===== src/rtl/servo_pkg.sv =====
// Shared definitions for the servo segment sequencer: direction codes,
// default pulse widths and the direction-to-pulse-width map.
package servo_pkg;

    typedef logic [1:0] dir_t;

    localparam dir_t DIR_STOP = 2'b00;
    localparam dir_t DIR_FWD  = 2'b01;
    localparam dir_t DIR_REV  = 2'b10;
    localparam dir_t DIR_SPIN = 2'b11;

    localparam int unsigned PULSE_POS_DEF = 150_000;
    localparam int unsigned PULSE_NEG_DEF = 157_000;

    typedef enum logic {
        ST_IDLE,
        ST_RUN
    } state_t;

    // The servos face opposite ways, so "forward" needs opposite rotations per side.
    function automatic logic [31:0] dir_width(input dir_t dir, input logic right,
                                              input logic [31:0] pos, input logic [31:0] neg);
        logic [31:0] w;
        case (dir)
            DIR_FWD:  w = right ? pos : neg;
            DIR_REV:  w = right ? neg : pos;
            DIR_SPIN: w = pos;
            default:  w = '0;
        endcase
        return w;
    endfunction

endpackage


===== src/rtl/servo_pwm_ch.sv =====
// One PWM output: compares the upcoming frame count against the upcoming width
// so the registered pin lines up exactly with the shared frame counter.
module servo_pwm_ch
    import servo_pkg::*;
#(
    parameter int unsigned CNT_W = 22
) (
    input  logic             clk,
    input  logic             rst_n,
    input  logic [CNT_W-1:0] i_cnt_next,
    input  logic [CNT_W-1:0] i_width,
    output logic             o_pwm
);

    logic r_pwm;

    always_ff @(posedge clk or negedge rst_n) begin
        if (!rst_n) begin
            r_pwm <= 1'b0;
        end else begin
            r_pwm <= (i_cnt_next < i_width);
        end
    end

    assign o_pwm = r_pwm;

endmodule


===== src/rtl/servo_seq_pwm.sv =====
// Replays queued {direction, frames} motion segments onto the left/right servo
// PWM pins, switching segments only on frame boundaries.
//
//   state   | meaning
//   --------+------------------------------------------------------------
//   ST_IDLE | no active segment, pins held low, pop on next frame_tick
//   ST_RUN  | segment active, r_rem frames left including the current one
module servo_seq_pwm
    import servo_pkg::*;
#(
    parameter int unsigned PERIOD_CYC = 2_000_000,
    parameter int unsigned PULSE_POS  = PULSE_POS_DEF,
    parameter int unsigned PULSE_NEG  = PULSE_NEG_DEF,
    parameter int unsigned DEPTH      = 8,
    parameter int unsigned DUR_W      = 12,
    parameter int unsigned CNT_W      = 22
) (
    input  logic                     clk,
    input  logic                     rst_n,
    input  logic                     cmd_valid,
    output logic                     cmd_ready,
    input  logic [1:0]               cmd_dir,
    input  logic [DUR_W-1:0]         cmd_frames,
    input  logic                     abort,
    output logic                     signal_left,
    output logic                     signal_right,
    output logic                     busy,
    output logic                     seg_done,
    output logic [$clog2(DEPTH):0]   fifo_count,
    output logic                     frame_tick
);

    localparam int unsigned PW = $clog2(DEPTH);
    localparam int unsigned CW = PW + 1;
    localparam int unsigned EW = DUR_W + 2;
    localparam logic [CNT_W-1:0] LAST_CNT = CNT_W'(PERIOD_CYC - 1);
    localparam logic [CW-1:0]    FULL_CNT = CW'(DEPTH);

    logic [CNT_W-1:0] r_frame_cnt;
    logic [EW-1:0]    r_mem [DEPTH];
    logic [PW-1:0]    r_wr_ptr;
    logic [PW-1:0]    r_rd_ptr;
    logic [CW-1:0]    r_count;
    state_t           r_state;
    dir_t             r_dir;
    logic [DUR_W-1:0] r_rem;
    logic             r_abort_pend;
    logic             r_seg_done;

    logic [CNT_W-1:0] w_cnt_next;
    logic             w_tick;
    logic             w_push;
    logic             w_pop;
    logic             w_empty;
    logic             w_seg_last;
    logic             w_abort_any;
    logic             w_boundary;
    dir_t             w_head_dir;
    logic [DUR_W-1:0] w_head_frames;
    dir_t             w_dir_next;
    logic [CNT_W-1:0] w_width_l;
    logic [CNT_W-1:0] w_width_r;

    assign w_tick     = (r_frame_cnt == LAST_CNT);
    assign w_cnt_next = w_tick ? '0 : r_frame_cnt + CNT_W'(1);

    always_ff @(posedge clk or negedge rst_n) begin
        if (!rst_n) begin
            r_frame_cnt <= '0;
        end else begin
            r_frame_cnt <= w_cnt_next;
        end
    end

    assign cmd_ready = (r_count < FULL_CNT) && !abort;
    assign w_push    = cmd_valid && cmd_ready;
    assign w_empty   = (r_count == '0);
    assign {w_head_dir, w_head_frames} = r_mem[r_rd_ptr];

    // A segment ends on the tick when it runs out or an abort is pending; a new
    // one is only pulled in if no abort is in flight, so an abort always idles.
    assign w_seg_last  = (r_state == ST_RUN) && (r_rem == DUR_W'(1));
    assign w_abort_any = abort || r_abort_pend;
    assign w_boundary  = w_tick && ((r_state == ST_IDLE) || w_seg_last || w_abort_any);
    assign w_pop       = w_boundary && !w_empty && !w_abort_any;
    assign w_dir_next  = w_pop ? w_head_dir : (w_boundary ? DIR_STOP : r_dir);

    always_ff @(posedge clk) begin
        if (w_push) begin
            r_mem[r_wr_ptr] <= {cmd_dir, cmd_frames};
        end
    end

    always_ff @(posedge clk or negedge rst_n) begin
        if (!rst_n) begin
            r_wr_ptr <= '0;
            r_rd_ptr <= '0;
            r_count  <= '0;
        end else if (abort) begin
            r_wr_ptr <= '0;
            r_rd_ptr <= '0;
            r_count  <= '0;
        end else begin
            if (w_push) r_wr_ptr <= r_wr_ptr + PW'(1);
            if (w_pop)  r_rd_ptr <= r_rd_ptr + PW'(1);
            case ({w_push, w_pop})
                2'b10:   r_count <= r_count + CW'(1);
                2'b01:   r_count <= r_count - CW'(1);
                default: r_count <= r_count;
            endcase
        end
    end

    always_ff @(posedge clk or negedge rst_n) begin
        if (!rst_n) begin
            r_state      <= ST_IDLE;
            r_dir        <= DIR_STOP;
            r_rem        <= '0;
            r_abort_pend <= 1'b0;
            r_seg_done   <= 1'b0;
        end else begin
            r_seg_done <= w_tick && w_seg_last && !w_abort_any;
            if (w_pop) begin
                r_state <= ST_RUN;
                r_dir   <= w_head_dir;
                r_rem   <= (w_head_frames == '0) ? DUR_W'(1) : w_head_frames;
            end else if (w_boundary) begin
                r_state <= ST_IDLE;
                r_dir   <= DIR_STOP;
                r_rem   <= '0;
            end else if (w_tick && (r_state == ST_RUN)) begin
                r_rem <= r_rem - DUR_W'(1);
            end
            if (w_boundary) begin
                r_abort_pend <= 1'b0;
            end else if (abort && (r_state == ST_RUN)) begin
                r_abort_pend <= 1'b1;
            end
        end
    end

    assign w_width_l = CNT_W'(dir_width(w_dir_next, 1'b0, 32'(PULSE_POS), 32'(PULSE_NEG)));
    assign w_width_r = CNT_W'(dir_width(w_dir_next, 1'b1, 32'(PULSE_POS), 32'(PULSE_NEG)));

    servo_pwm_ch #(.CNT_W(CNT_W)) u_pwm_left (
        .clk        (clk),
        .rst_n      (rst_n),
        .i_cnt_next (w_cnt_next),
        .i_width    (w_width_l),
        .o_pwm      (signal_left)
    );

    servo_pwm_ch #(.CNT_W(CNT_W)) u_pwm_right (
        .clk        (clk),
        .rst_n      (rst_n),
        .i_cnt_next (w_cnt_next),
        .i_width    (w_width_r),
        .o_pwm      (signal_right)
    );

    assign busy       = (r_state == ST_RUN) || !w_empty;
    assign seg_done   = r_seg_done;
    assign fifo_count = r_count;
    assign frame_tick = w_tick;

endmodule


===== config.mk =====
export PLATFORM = sky130hd
export DESIGN_NAME = servo_seq_pwm
export DESIGN_NICKNAME = d
export VERILOG_FILES = /design/src/rtl/servo_pkg.sv /design/src/rtl/servo_pwm_ch.sv /design/src/rtl/servo_seq_pwm.sv
export SDC_FILE = /design/constraint.sdc
export NUM_CORES = 1
export LEC_CHECK = 0
export BUFFER_PORTS_ARGS = -buffer_cell sky130_fd_sc_hd__buf_2
export CAP_MARGIN = 20
export CORE_MARGIN = 4
export CORE_UTILIZATION = 62
export DETAILED_ROUTE_END_ITERATION = 6
export MAX_ROUTING_LAYER = met4
export PLACE_DENSITY = 0.8
export RECOVER_POWER = 50
export SLEW_MARGIN = 25
export SYNTH_ARGS = -nofsm -noshare
export SYNTH_HDL_FRONTEND = slang
export SYNTH_SLANG_ARGS = --single-unit

===== constraint.sdc =====
create_clock -name clk -period 5.5 [get_ports clk]
set_input_delay 1.375 -clock clk [delete_from_list [all_inputs] [get_ports clk]]
set_output_delay 1.375 -clock clk [all_outputs]
set_load 0.01 [all_outputs]

==> results.py <==
metrics = {
    "run_status": {
        "status": "complete, but fails checks",
        "failed_checks": "max-capacitance violations, max-slew violations",
    },
    "logic_synthesis": {
        "average_size_of_a_mapped_cell_um2": 13.9,
        "netlist.top_cell.by_area": "edfxtp_1",
        "postSynthRegisterBits": 163,
        "yosys-top-cells-area": "edfxtp_1 44%, dfrtp_1 17%, mux4_2 8.3%",
        "synthMostInstantiatedCell": "edfxtp_1",
        "synth_enable_flop_cells": 112,
        "synthArstFlopShare": 0.313,
        "synthCells": 543,
        "synth.top_cell.area_share": 0.444,
        "synthesis.yosys.warnings": 0,
        "synth_area_um2": 7570,
        "synth_flop_cell": "edfxtp_1",
        "synth.yosys.seq_area_share": 0.613,
        "ys_types": 58,
        "syn_nets": 589,
        "yosys-top-cells-count": "112 x edfxtp_1, 51 x dfrtp_1, 42 x nor2_1",
    },
    "floorplanning": {
        "dieWidth_um": 118,
        "die-area_um2": 14000,
        "start_util": 0.633,
        "core_region_area_um2": 12000,
        "placement_rows": 40,
        "design.portCount": 28,
        "die_height_um": 118,
    },
    "detailed_routing": {
        "route.vias.total": 4890,
        "initial_drt_pass_iterations": 5,
        "route.top_layer_used": "met4",
        "detailedRoute.firstIterationViolations": 469,
        "wl_met2_um": 8680,
        "routedWlPerCell_um": 22.6,
        "detail_route.vias_per_cell": 6.59,
        "route.layer.met1.wl_um": 6300,
        "route.met3.wl_um": 1120,
        "drc_errors": 0,
        "totalWireLength_um": 16800,
        "ant_nets": 0,
    },
    "timing": {
        "final_min_period_over_clock_period": 0.836,
        "worst_pin_slew_ns": 2.88,
        "post-route-min-period_ns": 4.60,
        "fmax_ghz": 0.217,
        "setup_repair_after_global_routing_missed_its_margin": "false",
        "maxSlewHeadroom": -0.917,
        "fin_tns_setup_ns": 0,
        "drv_slew": 52,
        "finalHoldViolations": 0,
        "final.setup_skew_ns": 0.0165,
        "setup_violations": 0,
    },
    "final_layout": {
        "share_of_cells_above_drive_strength_1": 0.165,
        "antenna_cells_inserted": 0,
        "layout.cell_area.non_filler_um2": 8490,
        "areaGrowthSynthToFinish_pct": 12.2,
        "final_nets": 628,
    },
    "cts": {
        "cts-buffers-inserted": 17,
        "clkSinkCount": 163,
        "ctsRootBufferMaster": "clkbuf_16",
        "postCtsResizedCells": 0,
        "clock_path_buffers": 2,
        "cts_tree": "done",
        "clkSlewWorstSetupHoldPaths_ns": 0.06,
        "clkLatencyLatePin_ns": 0.43,
        "h-tree-depth": 4,
        "postCtsSetupRepairBufs": 0,
        "cts_hold_buf": 0,
    },
    "critical_path": {
        "crit_top_cell": "or4_1",
        "worstPathArrival_ns": 4.94,
        "worst_setup_path_end_kind": "flop",
        "cp_slowest_stage_delay_ns": 0.74,
        "crit_chain": "or4_1 > or4_1 > or2_4 > inv_2 > nand2_1 > mux2i_1 > and2_1 > ha_1 > a211o_1 > a311oi_1 > o2111ai_1 > a211oi_2",
        "cp_max_fo": 14,
        "crit_path_top_delay_cell": "or4_1",
        "timing.setup.critical_path_class": "reg2reg",
        "cp-start-kind": "flop",
        "worst-endpoint-required_ns": 5.84,
    },
    "placed_design": {
        "gpl.final_weighted_congestion": 0.866,
        "place.port_buffers": 27,
        "post-dp-hpwl_um": 10900,
        "placed_area_um2": 7920,
    },
    "grt": {
        "groute.usage.overall": 0.260,
        "grt_start_max_net_pins": 52,
        "grt_first_pass_wirelength_um": 26500,
        "grt_pass1_vias": 4939,
        "grt_overflow": 0,
        "antenna_violations_before_repair": 0,
    },
    "power": {
        "worst_ir_drop_vdd_mv": 0.340,
        "leakage_uw": 0.00315,
        "power_per_cell_area_nw_per_um2": 307,
    },
    "worst_hold_path": {
        "min-delay-path-class": "reg2reg",
    },
    "run": {
        "max_cap_viol_count": 1,
    },
}
sequential cells by signal, indices dropped and copies added (netlist names):
name / cells
r_mem: 112
r_frame_cnt: 22
r_rem: 12
fifo_count: 4
r_rd_ptr: 3
r_wr_ptr: 3
r_dir: 2
r_abort_pend: 1
r_state: 1
seg_done: 1
u_pwm_left.o_pwm: 1
u_pwm_right.o_pwm: 1
per-stage QoR:
stage / util / setup slack, ns / hold WS, ns / std cells / total power, µW
after floorplan: - / 1.41 / 0.455 / 543 / 1400
after global placement: 0.662 / 0.680 / 0.480 / 710 / 1440
after detailed placement: 0.662 / 0.523 / 0.503 / 710 / 1450
after CTS: 0.711 / 0.858 / 0.517 / 742 / 2620
after global routing: 0.710 / 0.606 / 0.528 / 742 / 2690
final: 0.710 / 0.899 / 0.511 / 742 / 2610
per-layer routing:
layer / track usage / up-vias
met4: 0.137 / 0
met3: 0.0651 / 60
li1: - / 2195
met5: - / -
met1: 0.303 / 2422
met2: 0.419 / 213
final timing paths:
kind	start	endpoint	slack, ns	cells past startpoint
max in group asynchronous	rst_n	r_rd_ptr[0]$_DFFE_PN0P_	1.72	2
min	r_rem[11]$_DFFE_PN0P_	r_rem[11]$_DFFE_PN0P_	0.51	2
max reg2reg	r_frame_cnt[12]$_DFF_PN0_	u_pwm_right.o_pwm$_DFF_PN0_	0.90	12
max	r_frame_cnt[12]$_DFF_PN0_	u_pwm_right.o_pwm$_DFF_PN0_	0.90	12
min reg2reg	r_rem[11]$_DFFE_PN0P_	r_rem[11]$_DFFE_PN0P_	0.51	2
min in group asynchronous	rst_n	r_rd_ptr[0]$_DFFE_PN0P_	1.96	2
area by class of cell:
| class | instances | area, µm² |
|---|---|---|
| repair buffers | 37 | 188 |
| inverters | 13 | 48.8 |
| fillers | 751 | 3470 |
| clock buffers | 17 | 425 |
| clock inverters | 15 | 168 |
| multi-input cells | 350 | 2830 |
| flip-flops and latches | 163 | 4640 |
| well taps | 147 | 184 |
logic make-up (layout without fill, tap and decap cells):
group	Yosys count	in the layout	share of synthesized area
and+or+nand+nor	165	165	0.110
AOI/OAI and AO/OA	87	87	0.0785
adders and majority gates	28	28	0.0473
xor gates and xnor gates	23	23	0.0266
DFF	163	163	0.613
muxes	47	47	0.108
buffers and inverters	30	82	0.0155
power by group:
part | internal [µW] | switching (µW) | total [µW]
Clock | 681 | 504 | 1180
Sequential | 1330 | 10.1 | 1340
Combinational | 25.4 | 54.1 | 79.5
Total | 2040 | 568 | 2610
cells in the final DEF (no fill, tap or decap), types with 5 or more instances in the layout:
cell,netlist,routed
inv_1,12,12
xor2_1,8,8
clkbuf_16,0,17
nor4_1,14,14
o21ai_0,22,22
mux4_2,28,28
nand3_1,11,11
a21o_1,9,9
buf_2,4,12
mux2i_1,19,19
edfxtp_1,112,112
buf_4,0,9
nor3_1,18,16
dfrtp_1,51,50
clkbuf_1,10,16
inv_6,0,5
nor2_2,0,5
nand2b_1,8,8
a21oi_1,15,15
ha_1,27,27
nor2_1,42,37
nand2_1,35,35
xnor2_1,15,15
nand4_1,12,12
worst max-delay path, delay by kind of cell (launching register included):
| kind | cells | cell delay [ns] |
|---|---|---|
| simple gates | 5 | 2.09 |
| compound gates | 4 | 1.03 |
| mux | 1 | 0.58 |
| fa+ha+maj | 1 | 0.27 |
| flops | 1 | 0.46 |
| buf+inv | 1 | 0.08 |
No activity file was read; power rests on OpenSTA's default activity.
